## src/rtl/wrr_grant_controller.sv

```systemverilog
// Weighted round-robin grant controller.
//
// Shares one resource among N requesters. The owner keeps the grant until it
// signals done, drops its request, or exceeds MAX_HOLD cycles. Each requester
// has a programmable weight that sets how many back-to-back grants it may take
// before the round-robin pointer moves past it.
//
// Ports:
//   clk        - system clock
//   rst        - synchronous, active-high reset
//   req        - per-requester request level
//   done       - owner finished its transfer (ignored while idle)
//   cfg_we     - weight write strobe
//   cfg_idx    - requester index for the weight write (>= N ignored)
//   cfg_weight - weight value (0 behaves as 1)
//   grant      - registered one-hot grant, zero when idle
//   grant_id   - binary index of the owner, valid when busy
//   busy       - a grant is active
//   timeout    - one-cycle pulse after a forced release
module wrr_grant_controller #(
    parameter int unsigned N        = 4,
    parameter int unsigned WW       = 4,
    parameter int unsigned MAX_HOLD = 64
) (
    input  logic                 clk,
    input  logic                 rst,
    input  logic [N-1:0]         req,
    input  logic                 done,
    input  logic                 cfg_we,
    input  logic [$clog2(N)-1:0] cfg_idx,
    input  logic [WW-1:0]        cfg_weight,
    output logic [N-1:0]         grant,
    output logic [$clog2(N)-1:0] grant_id,
    output logic                 busy,
    output logic                 timeout
);

    localparam int unsigned IW          = $clog2(N);
    localparam int unsigned HW          = (MAX_HOLD > 1) ? $clog2(MAX_HOLD) : 1;
    localparam int unsigned HoldLastInt = (MAX_HOLD == 0) ? 0 : MAX_HOLD - 1;
    localparam logic [HW-1:0] HoldLast  = HoldLastInt[HW-1:0];
    localparam logic          HoldEn    = (MAX_HOLD != 0);

    typedef enum logic [0:0] {StIdle, StBusy} state_e;

    state_e          state_q, state_d;
    logic [N-1:0]    grant_q, grant_d;
    logic [IW-1:0]   grant_id_q, grant_id_d;
    logic [IW-1:0]   ptr_q, ptr_d;
    logic [WW-1:0]   credit_q, credit_d;
    logic [HW-1:0]   hold_cnt_q, hold_cnt_d;
    logic            timeout_q, timeout_d;
    logic [WW-1:0]   weight_q [N];

    logic [IW-1:0]   adv_ptr;
    logic [IW-1:0]   arb_ptr;
    logic [IW-1:0]   arb_idx;
    logic            arb_found;
    logic            owner_req;
    logic            hold_hit;
    logic            release_ev;

    // Credit left after taking one grant; a zero weight counts as one grant.
    function automatic logic [WW-1:0] reload_credit(input logic [WW-1:0] w);
        return (w == '0) ? '0 : w - 1'b1;
    endfunction

    // Pointer just past the current owner, wrapping at N.
    assign adv_ptr = (grant_id_q == IW'(N - 1)) ? '0 : grant_id_q + 1'b1;

    // While busy the search must already start past the owner so a handover
    // happens in the same edge as the release.
    assign arb_ptr = (state_q == StBusy) ? adv_ptr : ptr_q;

    // Circular first-set search starting at arb_ptr.
    always_comb begin
        arb_found = 1'b0;
        arb_idx   = '0;
        for (int unsigned i = 0; i < N; i++) begin
            int unsigned   j;
            logic [IW-1:0] j_idx;
            j = int'(arb_ptr) + i;
            if (j >= N) begin
                j = j - N;
            end
            j_idx = IW'(j);
            if (!arb_found && req[j_idx]) begin
                arb_found = 1'b1;
                arb_idx   = j_idx;
            end
        end
    end

    assign owner_req  = req[grant_id_q];
    // A coincident done wins over the timeout, so no pulse in that case.
    assign hold_hit   = HoldEn && (hold_cnt_q == HoldLast) && !done;
    assign release_ev = done || !owner_req || hold_hit;

    always_comb begin
        state_d    = state_q;
        grant_d    = grant_q;
        grant_id_d = grant_id_q;
        ptr_d      = ptr_q;
        credit_d   = credit_q;
        hold_cnt_d = hold_cnt_q;
        timeout_d  = 1'b0;

        unique case (state_q)
            StIdle: begin
                if (arb_found) begin
                    state_d    = StBusy;
                    grant_d    = {{(N-1){1'b0}}, 1'b1} << arb_idx;
                    grant_id_d = arb_idx;
                    credit_d   = reload_credit(weight_q[arb_idx]);
                    hold_cnt_d = '0;
                end
            end
            StBusy: begin
                hold_cnt_d = hold_cnt_q + 1'b1;
                timeout_d  = hold_hit;
                if (release_ev) begin
                    if (owner_req && (credit_q != '0) && !hold_hit) begin
                        // Owner spends one credit and keeps the grant.
                        credit_d   = credit_q - 1'b1;
                        hold_cnt_d = '0;
                    end else begin
                        // Timeout also lands here: remaining credit is forfeited.
                        ptr_d      = adv_ptr;
                        hold_cnt_d = '0;
                        if (arb_found) begin
                            grant_d    = {{(N-1){1'b0}}, 1'b1} << arb_idx;
                            grant_id_d = arb_idx;
                            credit_d   = reload_credit(weight_q[arb_idx]);
                        end else begin
                            state_d    = StIdle;
                            grant_d    = '0;
                            grant_id_d = '0;
                            credit_d   = '0;
                        end
                    end
                end
            end
            default: begin
                state_d = StIdle;
            end
        endcase
    end

    always_ff @(posedge clk) begin
        if (rst) begin
            state_q    <= StIdle;
            grant_q    <= '0;
            grant_id_q <= '0;
            ptr_q      <= '0;
            credit_q   <= '0;
            hold_cnt_q <= '0;
            timeout_q  <= 1'b0;
        end else begin
            state_q    <= state_d;
            grant_q    <= grant_d;
            grant_id_q <= grant_id_d;
            ptr_q      <= ptr_d;
            credit_q   <= credit_d;
            hold_cnt_q <= hold_cnt_d;
            timeout_q  <= timeout_d;
        end
    end

    // Decoding per entry drops out-of-range indices without a separate compare.
    // A reload in the same edge reads weight_q before this write lands.
    always_ff @(posedge clk) begin
        for (int i = 0; i < N; i++) begin
            if (rst) begin
                weight_q[i] <= WW'(1);
            end else if (cfg_we && (cfg_idx == IW'(i))) begin
                weight_q[i] <= cfg_weight;
            end
        end
    end

    assign grant    = grant_q;
    assign grant_id = grant_id_q;
    assign busy     = (state_q == StBusy);
    assign timeout  = timeout_q;

endmodule

```

## config.mk

```make
export PLATFORM = sky130hd
export DESIGN_NAME = wrr_grant_controller
export DESIGN_NICKNAME = d
export VERILOG_FILES = /design/src/rtl/wrr_grant_controller.sv
export SDC_FILE = /design/constraint.sdc
export NUM_CORES = 1
export LEC_CHECK = 0
export ABC_CLOCK_PERIOD_IN_PS = 2900
export CORE_MARGIN = 2
export CORE_UTILIZATION = 55
export CTS_CLUSTER_DIAMETER = 80
export CTS_CLUSTER_SIZE = 24
export DETAILED_ROUTE_END_ITERATION = 10
export GPL_ROUTABILITY_DRIVEN = 0
export PLACE_DENSITY = 0.78
export SLEW_MARGIN = 15
export SYNTH_ARGS = -nofsm -noshare
export SYNTH_HDL_FRONTEND = slang
export SYNTH_SLANG_ARGS = --single-unit
```

## constraint.sdc

```tcl
create_clock -name clk -period 2.9 [get_ports clk]
set_input_delay 0.29 -clock clk [delete_from_list [all_inputs] [get_ports clk]]
set_output_delay 0.29 -clock clk [all_outputs]
set_load 0.02 [all_outputs]
```

==> metrics.txt <==
# port buffers=21; drt total wl=around 4100 µm; CP Class=register to register; grt ovf=0; Hold Crit Class=register to register; drt drc=0; RSZ-0062 raised after global routing=false; Ys Warns=0; # fillers=roughly 280; register-to-register setup slack=approximately 0.33 ns; highest routed layer=met4; final period utilization=0.886; Critical Path RT=between 3 and 4 ns; Site Rows=21; DR WL met2=~1900 µm; peak fanout along the critical path=9; Setup Fix Bufs, Post-CTS=0; synthesized instance count=about 220; non-filler cells, final=roughly 300; placement-stage cell area=~2300 µm²; Final Slew Violations=0; number of synthesized flops with an enable pin=16; VDD IR max=0.000329 V; Die W=between 60 and 70 µm; # H-tree levels=2; setup TNS=0 ns; Post-DRT Antenna Nets=0; Setup-failing EPs final=0; Async SR Flop Fraction=0; CTS max path bufs=2; vias=1761; Startpoint Class=register; IO Count=22; average size of a mapped cell=between 8 and 9 µm²; die area=4140 µm²; #FFs+latches synth=36; Die H=around 64 µm; Post-Route M1 WL=1910 µm; largest net degree at the start of global routing=21; core area=roughly 3400 µm²; register area share after synthesis=0.439; Post-CTS Resized=0; commonest non-fill, non-tap cell in the layout=nor2_1; Clk Latency, worst-skew pair=around 0.34 ns; TritonCTS clock tree=yes; CTS Hold Bufs=0; antenna violations before repair=0; clk sinks=36; clock slew at reported path FFs=0.11 ns; met3 WL=between 200 and 250 µm; root buf cell=clkbuf_4; first-pass GRT wire length=7060 µm; DP Cell Count=289; Total GRT Usage=0.219; Final #Nets=267; Tmin final=2.57 ns; design area=2350 µm²; status=finished clean; initial core utilization=0.587; Power Density=roughly 600 nW/µm²; max_cap viols=0; Inserted Clock Buffers=5; Reg2Reg Depth=9; drt first pass iters=4; WHS Path Cells=2; Iter 0 DRT Violations=194; diode count=0; synth unique cells=44; fmax=roughly 400 MHz; post-synthesis instance area=2000 µm²; Pleak=around 0.9 nW; worst hold path endpoint=ptr_q[0]; r2r endpoint=credit_q[2]; share of layout cells above drive strength 1=0.108; Vias/cell=about 6; commonest non-fill, non-tap cells in the layout=28 x nor2_1, 24 x nand2_1, 21 x clkdlybuf4s50_1; CP endpoint kind=register; ys flop type=dfxtp_1; worst rel slew slack=0.695; final hold viol count=0; min-delay src=ptr_q[0]; Layout area overhead=17.3%; Slew @ Worst Pin=between 0.4 and 0.5 ns; Critical Path AT=between 2 and 3 ns; detailed-route wire length per cell=13.9 µm; number of global-route vias before repair=1583; Reg2Reg Launch Point=grant_id[1]; Clock Skew=about 0.0064 ns; Post-DP HPWL=~3100 µm; Mapped Nets=240
==> worst max-delay path by stage <==
stage,cells after the start,to,from
after floorplan,10,credit_q[2],grant_id[0]
after global placement,8,credit_q[2],req[1]
after detailed placement,8,credit_q[2],req[0]
after CTS,9,credit_q[2],grant_id[1]
after global routing,9,credit_q[0],grant_id[1]
final,9,credit_q[2],grant_id[1]
==> stage by stage <==
step / util / hold slack (ns) / setup WS (ns) / total power (W)
finish: 0.688 / 0.463 / 0.330 / 0.00139
global route: 0.688 / 0.490 / 0.0983 / 0.00147
CTS: 0.688 / 0.467 / 0.350 / 0.00139
detailed placement: 0.666 / 0.451 / 0.279 / 0.00105
global placement: 0.666 / 0.447 / 0.341 / 0.00105
floorplan: - / 0.427 / 0.379 / 0.000930
==> critical path, cell delays in order (launching register included) <==
cell,delay [ns]
dfxtp_1,0.42
ha_1,0.29
mux2i_4,0.26
nor2_1,0.12
o21ai_1,0.18
and3_1,0.38
a21oi_1,0.11
a32o_1,0.24
and4_1,0.15
a311o_1,0.30
==> power breakdown <==
group	internal (W)	switching [W]
combinational	0.000186	0.000241
sequential	0.000580	0.0000379
clock	0.000181	0.000168
==> per-layer routing <==
| layer | vias to the layer above | track usage |
|---|---|---|
| met5 | - | 0 |
| met4 | 0 | 0.0638 |
| met3 | 5 | 0.0440 |
| met2 | 59 | 0.344 |
| met1 | 821 | 0.307 |
| li1 | 876 | - |
==> registers in the layout, indices dropped and copies added, names as in the netlist <==
register,count
busy,1
credit_q,4
grant,4
grant_id,2
hold_cnt_q,6
ptr_q,2
timeout,1
weight_q,16
==> cells by family after synthesis <==
group / after synthesis / synth area share
DFF: 36 / 0.439
buffers and inverters: 10 / 0.0231
adders and majority gates: 3 / 0.0187
AOI/OAI and AO/OA: 54 / 0.188
and+or+nand+nor: 116 / 0.298
muxes: 4 / 0.0325
==> cells in the mapped netlist (2+ instances only) <==
| library cell | n | area, µm² |
|---|---|---|
| a22oi_1 | 6 | 45.0 |
| nor2b_1 | 3 | 18.8 |
| mux2i_1 | 2 | 20.0 |
| o21ai_1 | 2 | 10.0 |
| o21ai_0 | 13 | 65.1 |
| edfxtp_1 | 16 | 480 |
| or3_1 | 4 | 25.0 |
| nand2_1 | 24 | 90.1 |
| inv_1 | 5 | 18.8 |
| dfxtp_1 | 20 | 400 |
| a32oi_1 | 4 | 35.0 |
| nor2_1 | 28 | 105 |
| and3_1 | 4 | 25.0 |
| nor3_1 | 9 | 45.0 |
| nor4_1 | 2 | 12.5 |
| clkbuf_1 | 3 | 11.3 |
| a21oi_1 | 15 | 75.1 |
| and2_1 | 13 | 81.3 |
| a31o_2 | 5 | 43.8 |
| nand3_1 | 16 | 80.1 |
| nand2b_1 | 4 | 25.0 |
| ha_1 | 3 | 37.5 |
==> layout make-up <==
class | instances | area [µm²] | area share
clock buffer | 6 | 41.3 | 0.0176
inverter | 5 | 18.8 | 0.00798
tap | 46 | 57.6 | 0.0245
multi-input combinational | 177 | 1080 | 0.458
clock inverter | 2 | 35.0 | 0.0149
sequential | 36 | 881 | 0.375
timing repair buffer | 25 | 240 | 0.102
Power figures use the tool's default switching activity.
